**src/rtl/alu_ctrl_pkg.sv**
```systemverilog
// Shared ALU control codes, RV32I funct3 values, FSM states and op decode
// for the sequential ALU master.
package alu_ctrl_pkg;

    // ALU drive codes packed as {S, Cin, M}
    localparam logic [5:0] ALU_ZERO = 6'b0000_0_0;
    localparam logic [5:0] ALU_ADD  = 6'b1001_0_1;
    localparam logic [5:0] ALU_SUB  = 6'b0110_1_1;
    localparam logic [5:0] ALU_AND  = 6'b1000_0_0;
    localparam logic [5:0] ALU_OR   = 6'b1110_0_0;
    localparam logic [5:0] ALU_XOR  = 6'b0110_0_0;

    localparam logic [2:0] F3_ADD  = 3'b000;
    localparam logic [2:0] F3_SLL  = 3'b001;
    localparam logic [2:0] F3_SLT  = 3'b010;
    localparam logic [2:0] F3_SLTU = 3'b011;
    localparam logic [2:0] F3_XOR  = 3'b100;
    localparam logic [2:0] F3_SRL  = 3'b101;
    localparam logic [2:0] F3_OR   = 3'b110;
    localparam logic [2:0] F3_AND  = 3'b111;

    typedef enum logic [2:0] {
        ST_IDLE,
        ST_EXEC1,
        ST_EXEC2,
        ST_SHIFT,
        ST_RESP
    } state_e;

    typedef enum logic [3:0] {
        OP_ADD,
        OP_SUB,
        OP_SLL,
        OP_SLT,
        OP_SLTU,
        OP_XOR,
        OP_SRL,
        OP_SRA,
        OP_OR,
        OP_AND,
        OP_ILL
    } op_e;

    // Bit 30 only means something for SUB (register form) and SRL/SRA.
    function automatic op_e decode_op(
        input logic [2:0] f3,
        input logic       f7b5,
        input logic       imm
    );
        op_e op;
        logic reg_f7;
        op     = OP_ILL;
        reg_f7 = f7b5 && !imm;
        case (f3)
            F3_ADD:  op = reg_f7 ? OP_SUB : OP_ADD;
            F3_SLL:  op = f7b5 ? OP_ILL : OP_SLL;
            F3_SLT:  op = reg_f7 ? OP_ILL : OP_SLT;
            F3_SLTU: op = reg_f7 ? OP_ILL : OP_SLTU;
            F3_XOR:  op = reg_f7 ? OP_ILL : OP_XOR;
            F3_SRL:  op = f7b5 ? OP_SRA : OP_SRL;
            F3_OR:   op = reg_f7 ? OP_ILL : OP_OR;
            F3_AND:  op = reg_f7 ? OP_ILL : OP_AND;
            default: op = OP_ILL;
        endcase
        return op;
    endfunction

    function automatic logic is_shift(input op_e op);
        return (op == OP_SLL) || (op == OP_SRL) || (op == OP_SRA);
    endfunction

endpackage

```
**src/rtl/alu_seq_shifter.sv**
```systemverilog
// Bit-serial shifter: loads operand and count on start, shifts one bit
// per cycle and raises done once the count reaches zero.
module alu_seq_shifter #(
    parameter int XLEN = 32,
    parameter int SHW  = 5
) (
    input  logic            clk,
    input  logic            rst_n,
    input  logic            start,
    input  logic            left,
    input  logic            arith,
    input  logic [XLEN-1:0] din,
    input  logic [SHW-1:0]  shamt,
    output logic            done,
    output logic [XLEN-1:0] dout
);

    logic [XLEN-1:0] sreg_q, sreg_d;
    logic [SHW-1:0]  cnt_q, cnt_d;
    logic            busy_q, busy_d;
    logic            left_q, left_d;
    logic            arith_q, arith_d;
    logic            fill;

    assign fill = arith_q & sreg_q[XLEN-1];

    always_comb begin
        sreg_d  = sreg_q;
        cnt_d   = cnt_q;
        busy_d  = busy_q;
        left_d  = left_q;
        arith_d = arith_q;
        if (start) begin
            sreg_d  = din;
            cnt_d   = shamt;
            busy_d  = 1'b1;
            left_d  = left;
            arith_d = arith;
        end else if (busy_q) begin
            if (cnt_q == '0) begin
                busy_d = 1'b0;
            end else begin
                cnt_d = cnt_q - SHW'(1);
                if (left_q)
                    sreg_d = {sreg_q[XLEN-2:0], 1'b0};
                else
                    sreg_d = {fill, sreg_q[XLEN-1:1]};
            end
        end
    end

    always_ff @(posedge clk or negedge rst_n) begin
        if (!rst_n) begin
            sreg_q  <= '0;
            cnt_q   <= '0;
            busy_q  <= 1'b0;
            left_q  <= 1'b0;
            arith_q <= 1'b0;
        end else begin
            sreg_q  <= sreg_d;
            cnt_q   <= cnt_d;
            busy_q  <= busy_d;
            left_q  <= left_d;
            arith_q <= arith_d;
        end
    end

    assign done = busy_q && (cnt_q == '0);
    assign dout = sreg_q;

endmodule

```
**src/rtl/alu_seq_ctrl.sv**
```systemverilog
// Sequential master for the combinational ALU (RV32I integer ops).
// Optional ALU_SEQ_CTRL_FLAGS_EN adds the rsp_nzcv flag output.
module alu_seq_ctrl
    import alu_ctrl_pkg::*;
#(
    parameter int XLEN = 32,
    parameter int SHW  = 5
) (
    input  logic            clk,
    input  logic            rst_n,
    input  logic            req_valid,
    output logic            req_ready,
    input  logic [2:0]      funct3,
    input  logic            funct7b5,
    input  logic            is_imm,
    input  logic [XLEN-1:0] rs1_val,
    input  logic [XLEN-1:0] op2_val,
    output logic [XLEN-1:0] alu_opA,
    output logic [XLEN-1:0] alu_opB,
    output logic [3:0]      alu_S,
    output logic            alu_M,
    output logic            alu_Cin,
    input  logic [XLEN-1:0] alu_DO,
    input  logic            alu_C,
    input  logic            alu_V,
    input  logic            alu_N,
    input  logic            alu_Z,
    output logic            rsp_valid,
    input  logic            rsp_ready,
    output logic [XLEN-1:0] rsp_data,
    output logic            rsp_err
`ifdef ALU_SEQ_CTRL_FLAGS_EN
    ,
    output logic [3:0]      rsp_nzcv
`endif
);

    state_e          state_q, state_d;
    op_e             op_q, op_d;
    op_e             dec_op;
    logic [XLEN-1:0] a_q, a_d;
    logic [XLEN-1:0] b_q, b_d;
    logic [XLEN-1:0] data_q, data_d;
    logic            err_q, err_d;
    logic [5:0]      alu_code;
    logic [XLEN-1:0] opa, opb;
    logic            lt_bit;
    logic            sh_start;
    logic            sh_done;
    logic [XLEN-1:0] sh_dout;

`ifdef ALU_SEQ_CTRL_FLAGS_EN
    logic [3:0] nzcv_q, nzcv_d;
`else
    logic unused_flags;
    assign unused_flags = ^{alu_C, alu_V, alu_N, alu_Z};
`endif

    assign dec_op = decode_op(funct3, funct7b5, is_imm);

    alu_seq_shifter #(
        .XLEN (XLEN),
        .SHW  (SHW)
    ) u_shifter (
        .clk   (clk),
        .rst_n (rst_n),
        .start (sh_start),
        .left  (dec_op == OP_SLL),
        .arith (dec_op == OP_SRA),
        .din   (rs1_val),
        .shamt (op2_val[SHW-1:0]),
        .done  (sh_done),
        .dout  (sh_dout)
    );

    // Mixed signs settle the compare directly; else sign of op2-rs1-1.
    always_comb begin
        if (a_q[XLEN-1] != b_q[XLEN-1])
            lt_bit = (op_q == OP_SLTU) ? b_q[XLEN-1] : a_q[XLEN-1];
        else
            lt_bit = ~alu_DO[XLEN-1];
    end

    always_comb begin
        state_d  = state_q;
        op_d     = op_q;
        a_d      = a_q;
        b_d      = b_q;
        data_d   = data_q;
        err_d    = err_q;
        alu_code = ALU_ZERO;
        opa      = '0;
        opb      = '0;
        sh_start = 1'b0;
`ifdef ALU_SEQ_CTRL_FLAGS_EN
        nzcv_d   = nzcv_q;
`endif
        unique case (state_q)
            ST_IDLE: begin
                if (req_valid) begin
                    op_d  = dec_op;
                    a_d   = rs1_val;
                    b_d   = op2_val;
                    err_d = (dec_op == OP_ILL);
                    if (is_shift(dec_op)) begin
                        sh_start = 1'b1;
                        state_d  = ST_SHIFT;
                    end else begin
                        state_d = ST_EXEC1;
                    end
                end
            end
            ST_EXEC1: begin
                opa     = a_q;
                opb     = b_q;
                data_d  = alu_DO;
                state_d = ST_RESP;
                case (op_q)
                    OP_ADD: alu_code = ALU_ADD;
                    OP_SUB: begin
                        alu_code = ALU_SUB;
                        state_d  = ST_EXEC2;
                    end
                    OP_XOR: alu_code = ALU_XOR;
                    OP_OR:  alu_code = ALU_OR;
                    OP_AND: alu_code = ALU_AND;
                    OP_SLT, OP_SLTU: begin
                        alu_code = ALU_SUB;
                        opa      = b_q;
                        opb      = a_q;
                        data_d   = {{(XLEN-1){1'b0}}, lt_bit};
                    end
                    default: begin
                        opa    = '0;
                        opb    = '0;
                        data_d = '0;
                    end
                endcase
`ifdef ALU_SEQ_CTRL_FLAGS_EN
                if (op_q == OP_ILL)
                    nzcv_d = 4'b0100;
                else
                    nzcv_d = {alu_N, alu_Z, alu_C, alu_V};
`endif
            end
            ST_EXEC2: begin
                alu_code = ALU_ADD;
                opa      = data_q;
                opb      = XLEN'(1);
                data_d   = alu_DO;
                state_d  = ST_RESP;
`ifdef ALU_SEQ_CTRL_FLAGS_EN
                nzcv_d   = {alu_N, alu_Z, alu_C, alu_V};
`endif
            end
            ST_SHIFT: begin
                if (sh_done) begin
                    data_d  = sh_dout;
                    state_d = ST_RESP;
`ifdef ALU_SEQ_CTRL_FLAGS_EN
                    nzcv_d  = {sh_dout[XLEN-1], sh_dout == '0, 2'b00};
`endif
                end
            end
            ST_RESP: begin
                if (rsp_ready)
                    state_d = ST_IDLE;
            end
            default: state_d = ST_IDLE;
        endcase
    end

    always_ff @(posedge clk or negedge rst_n) begin
        if (!rst_n) begin
            state_q <= ST_IDLE;
            op_q    <= OP_ADD;
            a_q     <= '0;
            b_q     <= '0;
            data_q  <= '0;
            err_q   <= 1'b0;
        end else begin
            state_q <= state_d;
            op_q    <= op_d;
            a_q     <= a_d;
            b_q     <= b_d;
            data_q  <= data_d;
            err_q   <= err_d;
        end
    end

`ifdef ALU_SEQ_CTRL_FLAGS_EN
    always_ff @(posedge clk or negedge rst_n) begin
        if (!rst_n)
            nzcv_q <= 4'b0000;
        else
            nzcv_q <= nzcv_d;
    end
    assign rsp_nzcv = nzcv_q;
`endif

    assign {alu_S, alu_Cin, alu_M} = alu_code;
    assign alu_opA   = opa;
    assign alu_opB   = opb;
    assign req_ready = (state_q == ST_IDLE);
    assign rsp_valid = (state_q == ST_RESP);
    assign rsp_data  = data_q;
    assign rsp_err   = err_q;

endmodule

```
**config.mk**
```make
export PLATFORM = sky130hd
export DESIGN_NAME = alu_seq_ctrl
export DESIGN_NICKNAME = d
export VERILOG_FILES = /design/src/rtl/alu_ctrl_pkg.sv /design/src/rtl/alu_seq_shifter.sv /design/src/rtl/alu_seq_ctrl.sv
export SDC_FILE = /design/constraint.sdc
export NUM_CORES = 1
export LEC_CHECK = 0
export CAP_MARGIN = 25
export CORE_MARGIN = 2
export CORE_UTILIZATION = 55
export CTS_BUF_LIST = sky130_fd_sc_hd__clkbuf_4 sky130_fd_sc_hd__clkbuf_8
export DETAILED_ROUTE_END_ITERATION = 8
export HOLD_SLACK_MARGIN = 0.1
export PLACE_DENSITY = 0.91
export SLEW_MARGIN = 20
export SYNTH_ARGS = -nofsm -noshare
export SYNTH_HDL_FRONTEND = slang
export SYNTH_HIERARCHICAL = 1
export SYNTH_SLANG_ARGS = --single-unit
```
**constraint.sdc**
```tcl
create_clock -name clk -period 6.9 [get_ports clk]
set_input_delay 1.035 -clock clk [delete_from_list [all_inputs] [get_ports clk]]
set_output_delay 1.035 -clock clk [all_outputs]
set_load 0.1 [all_outputs]
```
==> flow_summary_export.csv, run 1 <==
group,metric,value,unit
timing,setup-tns-final,0,ps
placed_design,numPortBuffers,209,
yosys,synth_area_leaders,"dfrtp_1 42%, nand2_1 10%, a22oi_1 8.4%",
yosys,syn_nets,1111,
finish,seq_area,3603,µm²
yosys,synth-compound-area-share,25.07,%
finish,final_util,73.23,%
clock_tree,cts_resized,0,
min_path,min_path_type,"register to register",
setup_path,worstPathCellList,"or3b_4, a21oi_2, buf_4, a22oi_1, o21ai_0, clkdlybuf4s50_1",
clock_tree,cts-root-buf,"clkbuf_8",
yosys,syn_inst,1001,
yosys,synth-seq-cells,144,
setup_path,crit_slowest_cell,"clkdlybuf4s50_1",
timing,finalClockSkew,12.70,ps
die,rows,45,
clock_tree,ctsHoldBuffers,0,
yosys,ys_seq_area_share,41.90,%
yosys,synth_edf_count,0,
timing,max_freq,193.6,MHz
setup_path,required,5860,ps
yosys,yosysUniqueCellTypes,58,
route,drtIter0Drc,1461,
yosys,yosysTopAreaCell,"dfrtp_1",
flow_run,max_cap_violations,0,
timing,rsz0062_at_grt,"no",
clock_tree,cts_buffers,17,
timing,hold_slack,530.4,ps
timing,worst_slack,1735,ps
global_route,grtUsageTotal,35.48,%
setup_path,arrival,4130,ps
die,ios,214,
finish,multi_input_comb_area,4522,µm²
placed_design,postPlaceCellArea,10670,µm²
finish,final_cell_count_no_fill,1383,
pwr,leakage,4.639,nW
finish,nets,1269,
clock_tree,clk_pin_slew_worst_paths,80,ps
clock_tree,clkSinkCount,144,
pwr,finalPower,5.684,mW
timing,relSlewSlack,29.81,%
setup_path,crit_buf_inv,2,
die,start_util,56.37,%
route,routed-via-count,8945,
setup_path,path_class,"register to output pin",
timing,post-route-period-util,74.85,%
yosys,synthAdderAreaFrac,0.1455,%
pwr,powerDensity,508.7,nW/µm²
clock_tree,postCtsSetupBuffers,0,
placed_design,dp_hpwl,19910,µm
timing,finalSetupViolations,0,
timing,fin_crit,5165,ps
die,core-area,15260,µm²
timing,slew_viol_final,0,
yosys,synth.area.mux_share,7.928,%
setup_path,cp-end-kind,"output pin",
timing,worst_pin_slew,1050,ps
placed_design,dp.cells,1348,
setup_path,r2r_cells,7,
route,first_pass_iters,7,
route,wl_per_cell,21.62,µm
clock_tree,clk_path_buf_depth,2,
die,fp.dieH,129.1,µm
placed_design,place_ws,2291,ps
yosys,yosysWarnings,6,
yosys,syn_avg_cell_area,8.592,µm²
min_path,hold_depth,2,
global_route,grt_first_pass_wirelength,45140,µm
global_route,grt_overflow,0,
setup_path,cp_max_fo,19,
yosys,synth_top_area_share,41.90,%
setup_path,worst-path-stages,6,
finish,nFillCells,1135,
global_route,grt_max_degree,79,
yosys,synth_xor_area_share,0,%
finish,area_growth_syn_to_layout,29.91,%
clock_tree,cts_tree,"yes",
placed_design,gp_congestion,0.9747,
yosys,async_flop_share,100.0,%
pwr,ir_drop,0.0003532,V
clock_tree,htreeDepth,4,
status,outcome,"complete, no violations",
route,antenna_left,0,
die,fp.dieW,129.1,µm
yosys,synth_top_flop_cell,"dfrtp_1",
yosys,netlist_area,8601,µm²
finish,design_area,11170,µm²
die,die_area,16650,µm²
global_route,antenna_found_initial,1,
route,wl,29900,µm
timing,hold_viol_final,0,
yosys,synth_top_family_by_area,"compound AO/OA/AOI/OAI gates",
global_route,grt_pass1_vias,8009,
route,vias_per_cell,6.468,
setup_path,slowest_delay,1170,ps
setup_path,crit_family,"buffers and inverters",
setup_path,cp-start-kind,"register",
yosys,synth-simple-area-share,19.06,%
finish,drive_gt1_share,9.308,%
clock_tree,insertion_delay,460,ps
route,remaining_drc_errors,0,
layout make-up:
class,count,share of cell area (%)
Antenna cell,1,0.02240
Tap cell,211,2.363
Sequential cell,144,32.25
Timing Repair Buffer,230,20.50
Inverter,14,0.4703
Clock buffer,17,2.094
Multi-Input combinational cell,752,40.47
Clock inverter,14,1.825
cells in the final DEF, fill, tap and decap left out, drive strengths merged, types with 3 or more instances in the layout:
cell / n
nor3b: 3
a221o: 31
nor2: 77
o21ai: 75
clkbuf: 17
a21oi: 45
mux2: 33
or2: 3
clkdlybuf4s50: 208
mux2i: 31
bufinv: 4
nand2: 237
a22o: 32
dfrtp: 144
clkinv: 4
a22oi: 96
nor3: 4
buf: 22
a31oi: 3
nand2b: 6
inv: 18
nor2b: 39
path summary, 6_finish.rpt:
kind | start | end | slack (ps)
worst max register to register | state_q[2] | u_shifter/dout[19] | 3210
worst min register to register | rsp_err | rsp_err | 530
min in group asynchronous | rst_n | rsp_data[26] | 560
worst max-delay path | op_q[2] | alu_opB[0] | 1740
max in group asynchronous | rst_n | b_q[1] | 5160
worst min-delay path | rsp_err | rsp_err | 530
cells by family (layout without fill, tap and decap cells):
logic type                 count (synthesis)  in the layout
and+or+nand+nor                          383            383
buffers and inverters                    105            275
adders and majority gates                  1              1
muxes                                     64             64
AOI/OAI and AO/OA                        304            304
DFF                                      144            144
other                                      0              1
power by group:
group	internal, mW	total [mW]	switching (mW)
Combinational	1.03	3.21	2.18
Sequential	1.20	1.71	0.516
Clock	0.399	0.756	0.357
state kept, by name (all words and copies together), names as in the netlist:
register and flops:
u_shifter/arith_q 1, u_shifter/busy_q 1, u_shifter/dout 32, op_q 4, u_shifter/left_q 1, rsp_data 32
b_q 32, state_q 3, rsp_err 1, u_shifter/cnt_q 5, a_q 32
per-layer routing:
metal	track usage, %	vias up	part of all wire, %
li1	-	3868	-
met1	52.15	4314	40
met2	53.25	673	46
met3	6.276	90	10
met4	12.47	0	3.5
met5	0	-	0
synthesized netlist by cell type (2+ instances only):
cell type,count
mux2i_1,31
buf_2,22
nor2_1,77
a31oi_1,3
or2_2,2
a22o_1,32
a22oi_1,96
nor2b_1,39
buf_6,10
nor3b_1,3
o21ai_1,28
o21ai_0,43
nand3b_1,2
a211o_1,2
a2bb2oi_1,2
o21ai_2,4
and2_1,2
or4b_1,2
nor3_1,3
mux2_2,32
nand2_1,237
clkbuf_1,54
nand2b_1,6
nand4_1,2
inv_1,13
o221ai_1,2
buf_1,2
a21oi_1,43
dfrtp_1,144
buf_4,3
o31ai_1,2
and3_1,2
a221o_1,31
worst register-to-register path: stages, from the launching register on:
cell and delay (ps):
dfrtp_1 490, nor3_1 370, and2_2 200, buf_4 610, and2_2 990, buf_4 410
o21ai_0 200, mux2_2 310
(Power assumes the default switching activity.)
==> run 2, diff against run 1 <==
- CORE_UTILIZATION: 55 -> 52
- PLACE_DENSITY: 0.91 -> 0.87
- clock period: 6.9 -> 5.38 ns (I/O delays scaled with it)
==> run 2 against run 1 <==
Clock power grew 9.1%. Critical path depth rose by 1. Flip-flop and latch count unchanged. Sequential share of layout area increased by 0.67 points. Via count shrank 3.6%. Die area up 5.6%. Clock skew shrank 2.4 ps. Cell count up 0.58%. Clock-buffer cell count rose by 5. Critical path type unchanged. Critical endpoint is now alu_opB[5]. Highest routed layer unchanged.
==> flow_summary_export.csv, run 2 (same netlist as run 1, synthesis figures left out) <==
group,metric,value,unit
status,outcome,"complete, no violations",
timing,hold_slack,207.2,ps
pwr,seq_power_share,31.1,%
placed_design,numPortBuffers,209,
timing,post-route-period-util,78.90,%
die,fp.dieW,132.6,µm
setup_path,cp_max_fo,25,
timing,worst_pin_slew,1040,ps
placed_design,dp_hpwl,19840,µm
pwr,ir_drop,0.0004072,V
pwr,finalPower,7.036,mW
die,rows,47,
pwr,powerDensity,642.9,nW/µm²
timing,finalClockSkew,10.25,ps
route,antenna_left,0,
pwr,p_clk_share,11.7,%
clock_tree,cts_resized,0,
global_route,grtUsageTotal,31.91,%
setup_path,cp-start-kind,"register",
clock_tree,ctsHoldBuffers,0,
finish,final_cell_count_no_fill,1391,
global_route,grt_max_degree,104,
route,first_pass_iters,6,
global_route,grt_overflow,0,
placed_design,postPlaceCellArea,10510,µm²
timing,max_freq,235.6,MHz
route,remaining_drc_errors,0,
clock_tree,cts_tree,"yes",
setup_path,cp-end-kind,"output pin",
pwr,switching_share,54.15,%
clock_tree,clk_pin_slew_worst_paths,80,ps
clock_tree,cts_buffers,17,
clock_tree,cts-root-buf,"clkbuf_8",
global_route,antenna_found_initial,0,
finish,drive_gt1_share,15.12,%
placed_design,place_ws,1758,ps
setup_path,slowest_delay,890,ps
flow_run,max_cap_violations,0,
timing,fin_crit,4245,ps
finish,final_util,66.94,%
route,routed-via-count,8625,
route,drtIter0Drc,1243,
clock_tree,postCtsSetupBuffers,0,
timing,worst_slack,1135,ps
pwr,p_sw,3.809,mW
finish,layout_commonest_cell,"nand2_1",
timing,hold_viol_final,0,
placed_design,dp.cells,1358,
finish,area_growth_syn_to_layout,27.25,%
setup_path,worstPathCellList,"buf_4, nand3b_1, a21oi_2, buf_4, a22oi_1, nor2_1, buf_4",
pwr,p_comb_share,57.2,%
timing,finalSetupViolations,0,
clock_tree,clkSinkCount,144,
setup_path,crit_slowest_cell,"dfrtp_1",
pwr,p_int,3.226,mW
die,fp.dieH,132.6,µm
min_path,min_path_type,"input port to asynchronous set/reset pin",
finish,design_area,10940,µm²
route,vias_per_cell,6.201,
global_route,grt_pass1_vias,7884,
timing,rsz0062_at_grt,"no",
clock_tree,clk_path_buf_depth,2,
setup_path,required,4570,ps
route,wl_per_cell,20.45,µm
pwr,leakage,4.747,nW
setup_path,cp_common_cell,"buf_4",
finish,diodes,0,
global_route,grt_first_pass_wirelength,44210,µm
timing,relSlewSlack,30.43,%
finish,mostFrequentLayoutCells,"236 x nand2_1, 144 x dfrtp_1, 140 x clkdlybuf4s50_1",
placed_design,gp_congestion,0.9737,
die,start_util,52.61,%
die,ios,214,
timing,setup-tns-final,0,ps
timing,slew_viol_final,0,
clock_tree,insertion_delay,460,ps
die,die_area,17580,µm²
die,core-area,16350,µm²
setup_path,path_class,"register to output pin",
route,wl,28440,µm
clock_tree,htreeDepth,4,
finish,nets,1269,
setup_path,arrival,3440,ps
-- run 2: per-layer routing --
| layer | part of all wire [%] | GRT usage, % |
|---|---|---|
| met4 | 3.6 | 11.17 |
| met3 | 10 | 8.123 |
| met1 | 42 | 45.34 |
| met5 | 0 | 0 |
| met2 | 45 | 47.58 |
-- run 2: power groups by stage --
stage	Clock [mW]	Combinational, mW	Sequential, mW
6_report	0.825	4.02	2.19
5_1_grt	0.882	4.25	2.24
4_1_cts	0.828	3.97	2.15
3_5_place_dp	0	3.95	2.16
3_3_place_gp	0	3.87	2.14
2_1_floorplan	0	2.64	2.48
-- run 2: path summary, 6_finish.rpt --
| path | start | endpoint | slack, ps | cells after the start |
|---|---|---|---|---|
| max | op_q[0] | alu_opB[5] | 1140 | 7 |
| min | rst_n | rsp_data[25] | 210 | 1 |
| max reg2reg | u_shifter/cnt_q[0] | rsp_data[0] | 2350 | 9 |
| min reg2reg | rsp_err | rsp_err | 490 | 2 |
| max in group asynchronous | rst_n | a_q[7] | 4340 | 2 |
| min in group clk | rsp_err | rsp_err | 490 | 2 |
-- run 2: critical path, delay by kind of cell, from the launching register on --
kind                   cells  cell delay, ps
DFF                        1             890
buffers and inverters      3            1120
AOI/OAI and AO/OA          2             610
and+or+nand+nor            2             330
-- run 2: final cells by class --
class / count / area, µm²
well taps: 220 / 275.3
clock buffers: 22 / 290.3
clock inverters: 9 / 85.08
repair buffers: 230 / 2121
flip-flops and latches: 144 / 3603
multi-input cells: 752 / 4517
inverters: 14 / 52.55
fillers: 1340 / 5404
